==> src/rtl/dvd_pkg.sv <==
// Shared constants and state type for the bouncing-logo motion controller.
package dvd_pkg;

  localparam int LOGO_SIZE      = 128;
  localparam int DISPLAY_WIDTH  = 640;
  localparam int DISPLAY_HEIGHT = 480;
  localparam int MAX_X          = DISPLAY_WIDTH - LOGO_SIZE;
  localparam int MAX_Y          = DISPLAY_HEIGHT - LOGO_SIZE;

  typedef enum logic [1:0] {
    IDLE,
    CALC_X,
    CALC_Y,
    COMMIT
  } motion_state_t;

  // A speed code of n moves the logo n+1 pixels per update.
  function automatic logic [10:0] step_of(input logic [2:0] speed);
    return {8'd0, speed} + 11'd1;
  endfunction

endpackage

==> src/rtl/axis_stepper.sv <==
// Combinational single-axis step with reflection at 0 and max_pos.
module axis_stepper (
  input  logic [9:0]  pos,
  input  logic        dir,
  input  logic [10:0] step,
  input  logic [10:0] max_pos,
  output logic [9:0]  new_pos,
  output logic        new_dir,
  output logic        hit
);

  logic [10:0] sum;
  logic [10:0] diff;

  // Landing exactly on a limit counts as a hit and reverses direction.
  always_comb begin
    sum     = {1'b0, pos} + step;
    diff    = {1'b0, pos} - step;
    new_pos = pos;
    new_dir = dir;
    hit     = 1'b0;
    if (dir) begin
      if (sum >= max_pos) begin
        new_pos = max_pos[9:0];
        new_dir = 1'b0;
        hit     = 1'b1;
      end else begin
        new_pos = sum[9:0];
      end
    end else begin
      if ({1'b0, pos} <= step) begin
        new_pos = 10'd0;
        new_dir = 1'b1;
        hit     = 1'b1;
      end else begin
        new_pos = diff[9:0];
      end
    end
  end

endmodule

==> src/rtl/logo_motion_ctrl.sv <==
// Frame-synchronous logo motion controller: one shared axis stepper,
// sequenced X then Y, with an atomic commit of both axes.
module logo_motion_ctrl #(
  parameter int LOGO_SIZE      = 128,
  parameter int DISPLAY_WIDTH  = 640,
  parameter int DISPLAY_HEIGHT = 480,
  parameter int INIT_X         = 200,
  parameter int INIT_Y         = 200
) (
  input  logic       clk,
  input  logic       reset,
  input  logic       frame_tick,
  input  logic       pause,
  input  logic [2:0] speed,
  input  logic [3:0] frame_div,
  output logic [9:0] logo_left,
  output logic [9:0] logo_top,
  output logic       dir_x,
  output logic       dir_y,
  output logic [2:0] color_idx,
  output logic       bounce_pulse,
  output logic       corner_pulse,
  output logic       busy
);

  import dvd_pkg::*;

  localparam logic [10:0] LIM_X  = 11'(DISPLAY_WIDTH - LOGO_SIZE);
  localparam logic [10:0] LIM_Y  = 11'(DISPLAY_HEIGHT - LOGO_SIZE);
  localparam logic [9:0]  START_X = 10'(INIT_X);
  localparam logic [9:0]  START_Y = 10'(INIT_Y);

  motion_state_t state;
  logic [3:0]    div_cnt;
  logic [2:0]    speed_r;

  logic [9:0]    nx, ny;
  logic          ndx, ndy;
  logic          hx, hy;

  logic [9:0]    st_pos;
  logic          st_dir;
  logic [10:0]   st_max;
  logic [9:0]    st_new_pos;
  logic          st_new_dir;
  logic          st_hit;

  // The stepper serves X during CALC_X and Y during CALC_Y.
  always_comb begin
    st_pos = logo_left;
    st_dir = dir_x;
    st_max = LIM_X;
    if (state == CALC_Y) begin
      st_pos = logo_top;
      st_dir = dir_y;
      st_max = LIM_Y;
    end
  end

  axis_stepper u_stepper (
    .pos     (st_pos),
    .dir     (st_dir),
    .step    (step_of(speed_r)),
    .max_pos (st_max),
    .new_pos (st_new_pos),
    .new_dir (st_new_dir),
    .hit     (st_hit)
  );

  always_ff @(posedge clk) begin
    if (reset) begin
      state        <= IDLE;
      div_cnt      <= 4'd0;
      speed_r      <= 3'd0;
      nx           <= 10'd0;
      ny           <= 10'd0;
      ndx          <= 1'b0;
      ndy          <= 1'b0;
      hx           <= 1'b0;
      hy           <= 1'b0;
      logo_left    <= START_X;
      logo_top     <= START_Y;
      dir_x        <= 1'b1;
      dir_y        <= 1'b0;
      color_idx    <= 3'd0;
      bounce_pulse <= 1'b0;
      corner_pulse <= 1'b0;
      busy         <= 1'b0;
    end else begin
      bounce_pulse <= 1'b0;
      corner_pulse <= 1'b0;
      case (state)
        IDLE: begin
          // The >= lets a frame_div lowered mid-count take effect at once.
          if (frame_tick && !pause) begin
            if (div_cnt >= frame_div) begin
              div_cnt <= 4'd0;
              speed_r <= speed;
              busy    <= 1'b1;
              state   <= CALC_X;
            end else begin
              div_cnt <= div_cnt + 4'd1;
            end
          end
        end
        CALC_X: begin
          nx    <= st_new_pos;
          ndx   <= st_new_dir;
          hx    <= st_hit;
          state <= CALC_Y;
        end
        CALC_Y: begin
          ny    <= st_new_pos;
          ndy   <= st_new_dir;
          hy    <= st_hit;
          state <= COMMIT;
        end
        COMMIT: begin
          logo_left    <= nx;
          logo_top     <= ny;
          dir_x        <= ndx;
          dir_y        <= ndy;
          bounce_pulse <= hx | hy;
          corner_pulse <= hx & hy;
          if (hx | hy) begin
            color_idx <= color_idx + 3'd1;
          end
          busy  <= 1'b0;
          state <= IDLE;
        end
        default: begin
          state <= IDLE;
        end
      endcase
    end
  end

endmodule

==> config.mk <==
export PLATFORM = sky130hd
export DESIGN_NAME = logo_motion_ctrl
export DESIGN_NICKNAME = d
export VERILOG_FILES = /design/src/rtl/dvd_pkg.sv /design/src/rtl/axis_stepper.sv /design/src/rtl/logo_motion_ctrl.sv
export SDC_FILE = /design/constraint.sdc
export NUM_CORES = 1
export LEC_CHECK = 0
export BUFFER_PORTS_ARGS = -buffer_cell sky130_fd_sc_hd__buf_2
export CAP_MARGIN = 0
export CORE_MARGIN = 2
export CORE_UTILIZATION = 45
export CTS_CLUSTER_SIZE = 8
export DETAILED_ROUTE_END_ITERATION = 7
export PLACE_DENSITY_LB_ADDON = 0.25
export SLEW_MARGIN = 5
export SYNTH_ARGS = -nofsm -noshare
export SYNTH_HDL_FRONTEND = slang
export SYNTH_SLANG_ARGS = --single-unit
==> constraint.sdc <==
create_clock -name clk -period 7 [get_ports clk]
set_clock_uncertainty 0.2 [all_clocks]
set_input_delay 0.35 -clock clk [delete_from_list [all_inputs] [get_ports clk]]
set_output_delay 0.35 -clock clk [all_outputs]
set_load 0.05 [all_outputs]
# Word level (Yosys, flattened, before mapping)
# Cells that the tools add are included.
# word_totals
in_bits,11
out_inout_bits,28
ff_bits,61
elab_cells,61
# classes
n_lt_le_gt_ge,3
muxes,18
n_reduce_logical,10
eq_ne,5
add_sub_neg,5
n_bitwise,3
# ops
op,n
$mux 10,5
$add 10x4->11,1
$ge 11x10->1,1
$le 10x4->1,1
$sub 10x4->10,1
$mux 1,8
$pmux 2 s4,1
$reduce_and 2->1,3
$reduce_and 3->1,2
$add 3x1->4 const B,1
$add 4x1->4 const B,1
$eq 2x2->1 const B,2
$ge 4x4->1,1
$mux 2,2
$mux 4,1
$ne 2x2->1 const B,2
$add 3x1->3 const B,1
$eq 2x1->1 const B,1
$logic_not 2->1,1
$pmux 1 s2,1
$reduce_bool 2->1,1
$reduce_or 2->1,1
$and 1x1->1,1
$logic_and 1x1->1,1
3 further kinds,3

# Depth between registers and ports, before layout
# depth
ltp_word,6
ltp_mapped,21
ltp_nobuf,18

# Modules after synthesis
# From an unflattened synthesis, not the netlist that was laid out.
# unflattened
hier_cells,463
hier_area_um2,4095.2
# by_module_without_submodules
mod,cells_per_inst,seq_area_each_um2,n_inst,area_each_um2
logo_motion_ctrl,259,1221.2,1,2652.5
axis_stepper,204,0.0,1,1442.6

# Least setup slack after synthesis
# No wires, ideal clock.
# synth_timing
path_kind,flip-flop to flip-flop
startpoint,register state[0]
endpoint,register nx[0]
t_required_ns,6.684
path_buffers,3
period_less_slack_ns,4.548
arrival_ns,4.232
setup_ns,0.116
path_slack_ns,2.452
path_stages_with_launch,22
cell_sequence,dfxtp_1 -> inv_1 -> ha_1 -> buf_6 -> buf_4 -> buf_2 -> mux2i_1 -> inv_1 -> ha_1 -> a21o_1 -> a211oi_1 -> nor2_1 -> xnor2_1 -> inv_1 -> ha_1 -> nand2_1 -> nor4_1 -> o211ai_1 -> o211ai_2 -> a31oi_4 -> or2_1 -> a41o_1
# synth_between
elab_chain_len,6
elab_cells_between_ends,12
cone_classes,add/sub: 2; order compare: 2; eq/ne: 2; mux: 6
# synth_rtl
element,line_no,source
"start, declared",logo_motion_ctrl.sv:33,motion_state_t state;
"start signal, assigned",logo_motion_ctrl.sv:72,state <= IDLE;
"start signal, assigned",logo_motion_ctrl.sv:100,state <= CALC_X;
"start signal, assigned",logo_motion_ctrl.sv:110,state <= CALC_Y;
$eq 2x2->1,logo_motion_ctrl.sv:53,if (state == CALC_Y) begin
$mux 10,logo_motion_ctrl.sv:53,
$add 10x4->11,axis_stepper.sv:17,"sum = {1'b0, pos} + step;"
$ge 11x10->1,axis_stepper.sv:23,if (sum >= max_pos) begin
$mux 10,axis_stepper.sv:23,
$mux 10,axis_stepper.sv:22,if (dir) begin
"end signal, assigned",logo_motion_ctrl.sv:107,nx <= st_new_pos;
"end, declared",logo_motion_ctrl.sv:37,"logic [9:0] nx, ny;"
# Parallel ways exist; a longest one is shown, timed or not.
# A chain may end at the register's enable or synchronous reset.

# Worst setup path after layout
# layout_timing
startpoint,register state[0]
endpoint,register nx[8]
# Same word-level chain as after synthesis.

==> results.toml <==
[layout]
final_cell_mix = "dfxtp_1, nor2_1, buf_2"
stdcell_count = 510
post-route-util_pct = 52.6
synthToLayoutAreaGrowth_pct = 13.1
final_nets = 442
final_area_um2 = 3810
drive_gt1_share_pct = 16.3
diodes = 0
final_common_cell = "dfxtp_1"

[setup_path]
max_stage_delay_ns = 0.77
r2r_setup_slack_ns = 1.64
path_cells = "inv_1 -> ha_2 -> mux2i_1 -> inv_1 -> ha_1 -> a21o_1 -> a211oi_1 -> nor2_1 -> xnor2_1 -> inv_1 -> ha_1 -> nand2_1 -> nor4_1 -> o211ai_1 -> o2111ai_1 -> and2_1 -> nand3_1 -> a311oi_1"
path_class = "reg -> reg"
r2r_end = "nx[8]"
crit_top_cell = "inv_1"
r2r-start = "state[0]"
critPathCaptureType = "flop"
crit_slowest_cell = "ha_2"
worstPathRequired_ns = 7.04
critPathLaunchType = "flop"
path_max_fanout = 45
worstPathArrival_ns = 5.39
worst-r2r-cell-count = 18

[clock_tree]
clkTransAtPathRegs_ns = 0.08
ctsLongestPathBuffers = 2
cts_resized = 0
clock-sinks = 61
cts-hold-fix-buffers = 0
cts_tree = "done"
numCtsBuffers = 9
cts_setup_buffers = 0
clock_latency_ns = 0.35
cts_root_buf = "clkbuf_8"
cts_max_level = 3

[synthesis]
synthAdderAreaFrac_pct = 9.73
synth_compound_area_share_pct = 17.7
ys_seq_area_share_pct = 36.2
ys_ff_latch = 61
synth_cells = 375
synth_top_family_by_area = "compound AO/OA/AOI/OAI gates"
synth.avg_cell_area_um2 = 8.99
synthFlopType = "dfxtp_1"
yosysWarnings = 0
synth-simple-area-share_pct = 15.7
synth_area_um2 = 3370
synth_nets = 411
synth_cell_types = 56
synthXorXnorAreaFrac_pct = 4.16
synth_edf_count = 0
synth-async-reset-ratio_pct = 0
synth_mux_area_share_pct = 11.5

[timing]
whs_ns = 0.0428
max_freq_ghz = 0.187
finalHoldViolations = 0
slew_headroom_pct = 37.3
rsz0062_at_grt = "false"
setup_tns_ns = 0
drv_slew = 0
period_share_pct = 76.5
min_period_ns = 5.36
finalSetupViolations = 0
tightest_slew_ns = 0.940

[worst_hold_path]
hp-class = "in -> reg"
hold_end = "speed_r[2]"
hold_path.startpoint = "speed[2]"
min_path_cells = 3

[die]
die-area_um2 = 8200
fp-row-count = 31
core_area_um2 = 7250
pin_count = 39
die-height_um = 90.5
initial_core_util_pct = 46.5
dieWidth_um = 90.5

[drt]
wirelength_um = 7440
avgViaCountPerCell = 5.45
vias = 2777
drt.antenna.violating_nets = 0
first_pass_iters = 4
drt_iter0_markers = 173
wl_per_cell_um = 14.6
drc_errors = 0

[global_routing]
overflow = 0
antenna_found_initial = 0
grt_use_total_pct = 19.1
first_global_vias = 2656
grt_pass1_wl_um = 12700
grt_max_degree = 53

[pwr]
p_comb_share_pct = 19.4
p_sw_share_pct = 31.5
ir_drop_uv = 114
p_leak_nw = 1.48
p_int_mw = 0.627
power_density_nw_per_um2 = 240
clkPwrFrac_pct = 35.8
power_frac_seq_pct = 44.7
p_sw_mw = 0.289

[placement]
numPlacedInstances = 494
hpwl_um = 5320
post_dp_cell_area_um2 = 3610
portBuffers = 38
gp_congestion = 0.921

[outcome]
run_status = "finished, final reports clean"

[flow_run]
drv_cap = 0
-- area by class of cell --
class / instances / area, um2
well taps: 99 / 124
fillers: 693 / 3440
flip-flops and latches: 61 / 1220
clock buffers: 9 / 124
clock inverters: 7 / 80.1
repair buffers: 39 / 198
inverters: 21 / 78.8
multi-input cells: 274 / 1990
-- power groups by stage --
stage                     registers (mW)  logic, mW  clock network [mW]
after CTS                          0.409      0.179               0.333
after detailed placement           0.417      0.178                   0
after global placement             0.416      0.174                   0
after floorplan                    0.415      0.143                   0
final                              0.410      0.178               0.328
after global routing               0.415      0.202               0.349
-- critical path: cells and delay by family, from the launching register on --
| family | cells | cell delay, ns |
|---|---|---|
| fa+ha+maj | 3 | 1.41 |
| xor+xnor | 1 | 0.26 |
| flops | 1 | 0.35 |
| buf+inv | 3 | 0.31 |
| compound gates | 5 | 1.40 |
| simple gates | 5 | 0.77 |
| mux | 1 | 0.52 |
-- cell usage after synthesis (all sizes together), types with 4 or more instances --
master / n / share of area, %
a211oi: 14 / 3.1
a21o: 7 / 1.6
a21oi: 14 / 2.1
a22oi: 7 / 1.6
a311oi: 7 / 1.8
buf: 5 / 1.0
clkbuf: 14 / 1.6
dfxtp: 61 / 36
ha: 23 / 8.5
inv: 21 / 2.3
mux2: 4 / 1.4
mux2i: 34 / 10
nand2: 20 / 2.2
nand2b: 8 / 1.5
nand3: 11 / 1.6
nor2: 55 / 6.1
nor2b: 4 / 0.74
nor3: 4 / 0.59
o21ai: 7 / 1.0
xnor2: 11 / 2.9
xor2: 5 / 1.3
-- metrics by stage --
step | power, mW | setup WS (ns)
3_3_place_gp | 0.590 | 1.96
5_1_grt | 0.966 | 1.11
2_1_floorplan | 0.557 | 2.45
3_5_place_dp | 0.595 | 1.75
6_report | 0.915 | 1.64
4_1_cts | 0.921 | 1.71
-- metal layers --
layer / GRT usage [%] / wire [um] / vias to the layer above
met3: 4.59 / 406 / 10
met4: 7.56 / 103 / 0
met2: 30.3 / 3480 / 80
met1: 25.0 / 3460 / 1295
met5: 0 / 0 / -
li1: - / - / 1392
-- worst max-delay path by stage --
stage / from / to / slack, ns / cells after the start
4_1_cts: state[0] / nx[8] / 1.71 / 18
6_report: state[0] / nx[8] / 1.64 / 18
3_5_place_dp: state[0] / nx[0] / 1.75 / 18
5_1_grt: state[0] / nx[5] / 1.11 / 18
2_1_floorplan: state[0] / nx[0] / 2.45 / 21
3_3_place_gp: state[0] / nx[0] / 1.96 / 18
-- registers in the layout, summed over array words and instances (netlist names), 2 cells and up --
register	count
nx	10
div_cnt	4
ny	10
logo_left	10
color_idx	3
state	2
speed_r	3
logo_top	10
-- cell families (layout without fill, tap and decap cells) --
family | count (synthesis) | count (layout)
AO/OA/AOI/OAI | 79 | 79
multiplexers | 38 | 38
buffers and inverters | 40 | 76
flip-flops | 61 | 61
XOR/XNOR | 16 | 16
adder cells (fa/ha/maj) | 25 | 25
AND/OR/NAND/NOR | 116 | 116
Note: power is estimated with default switching activity, not from simulation.
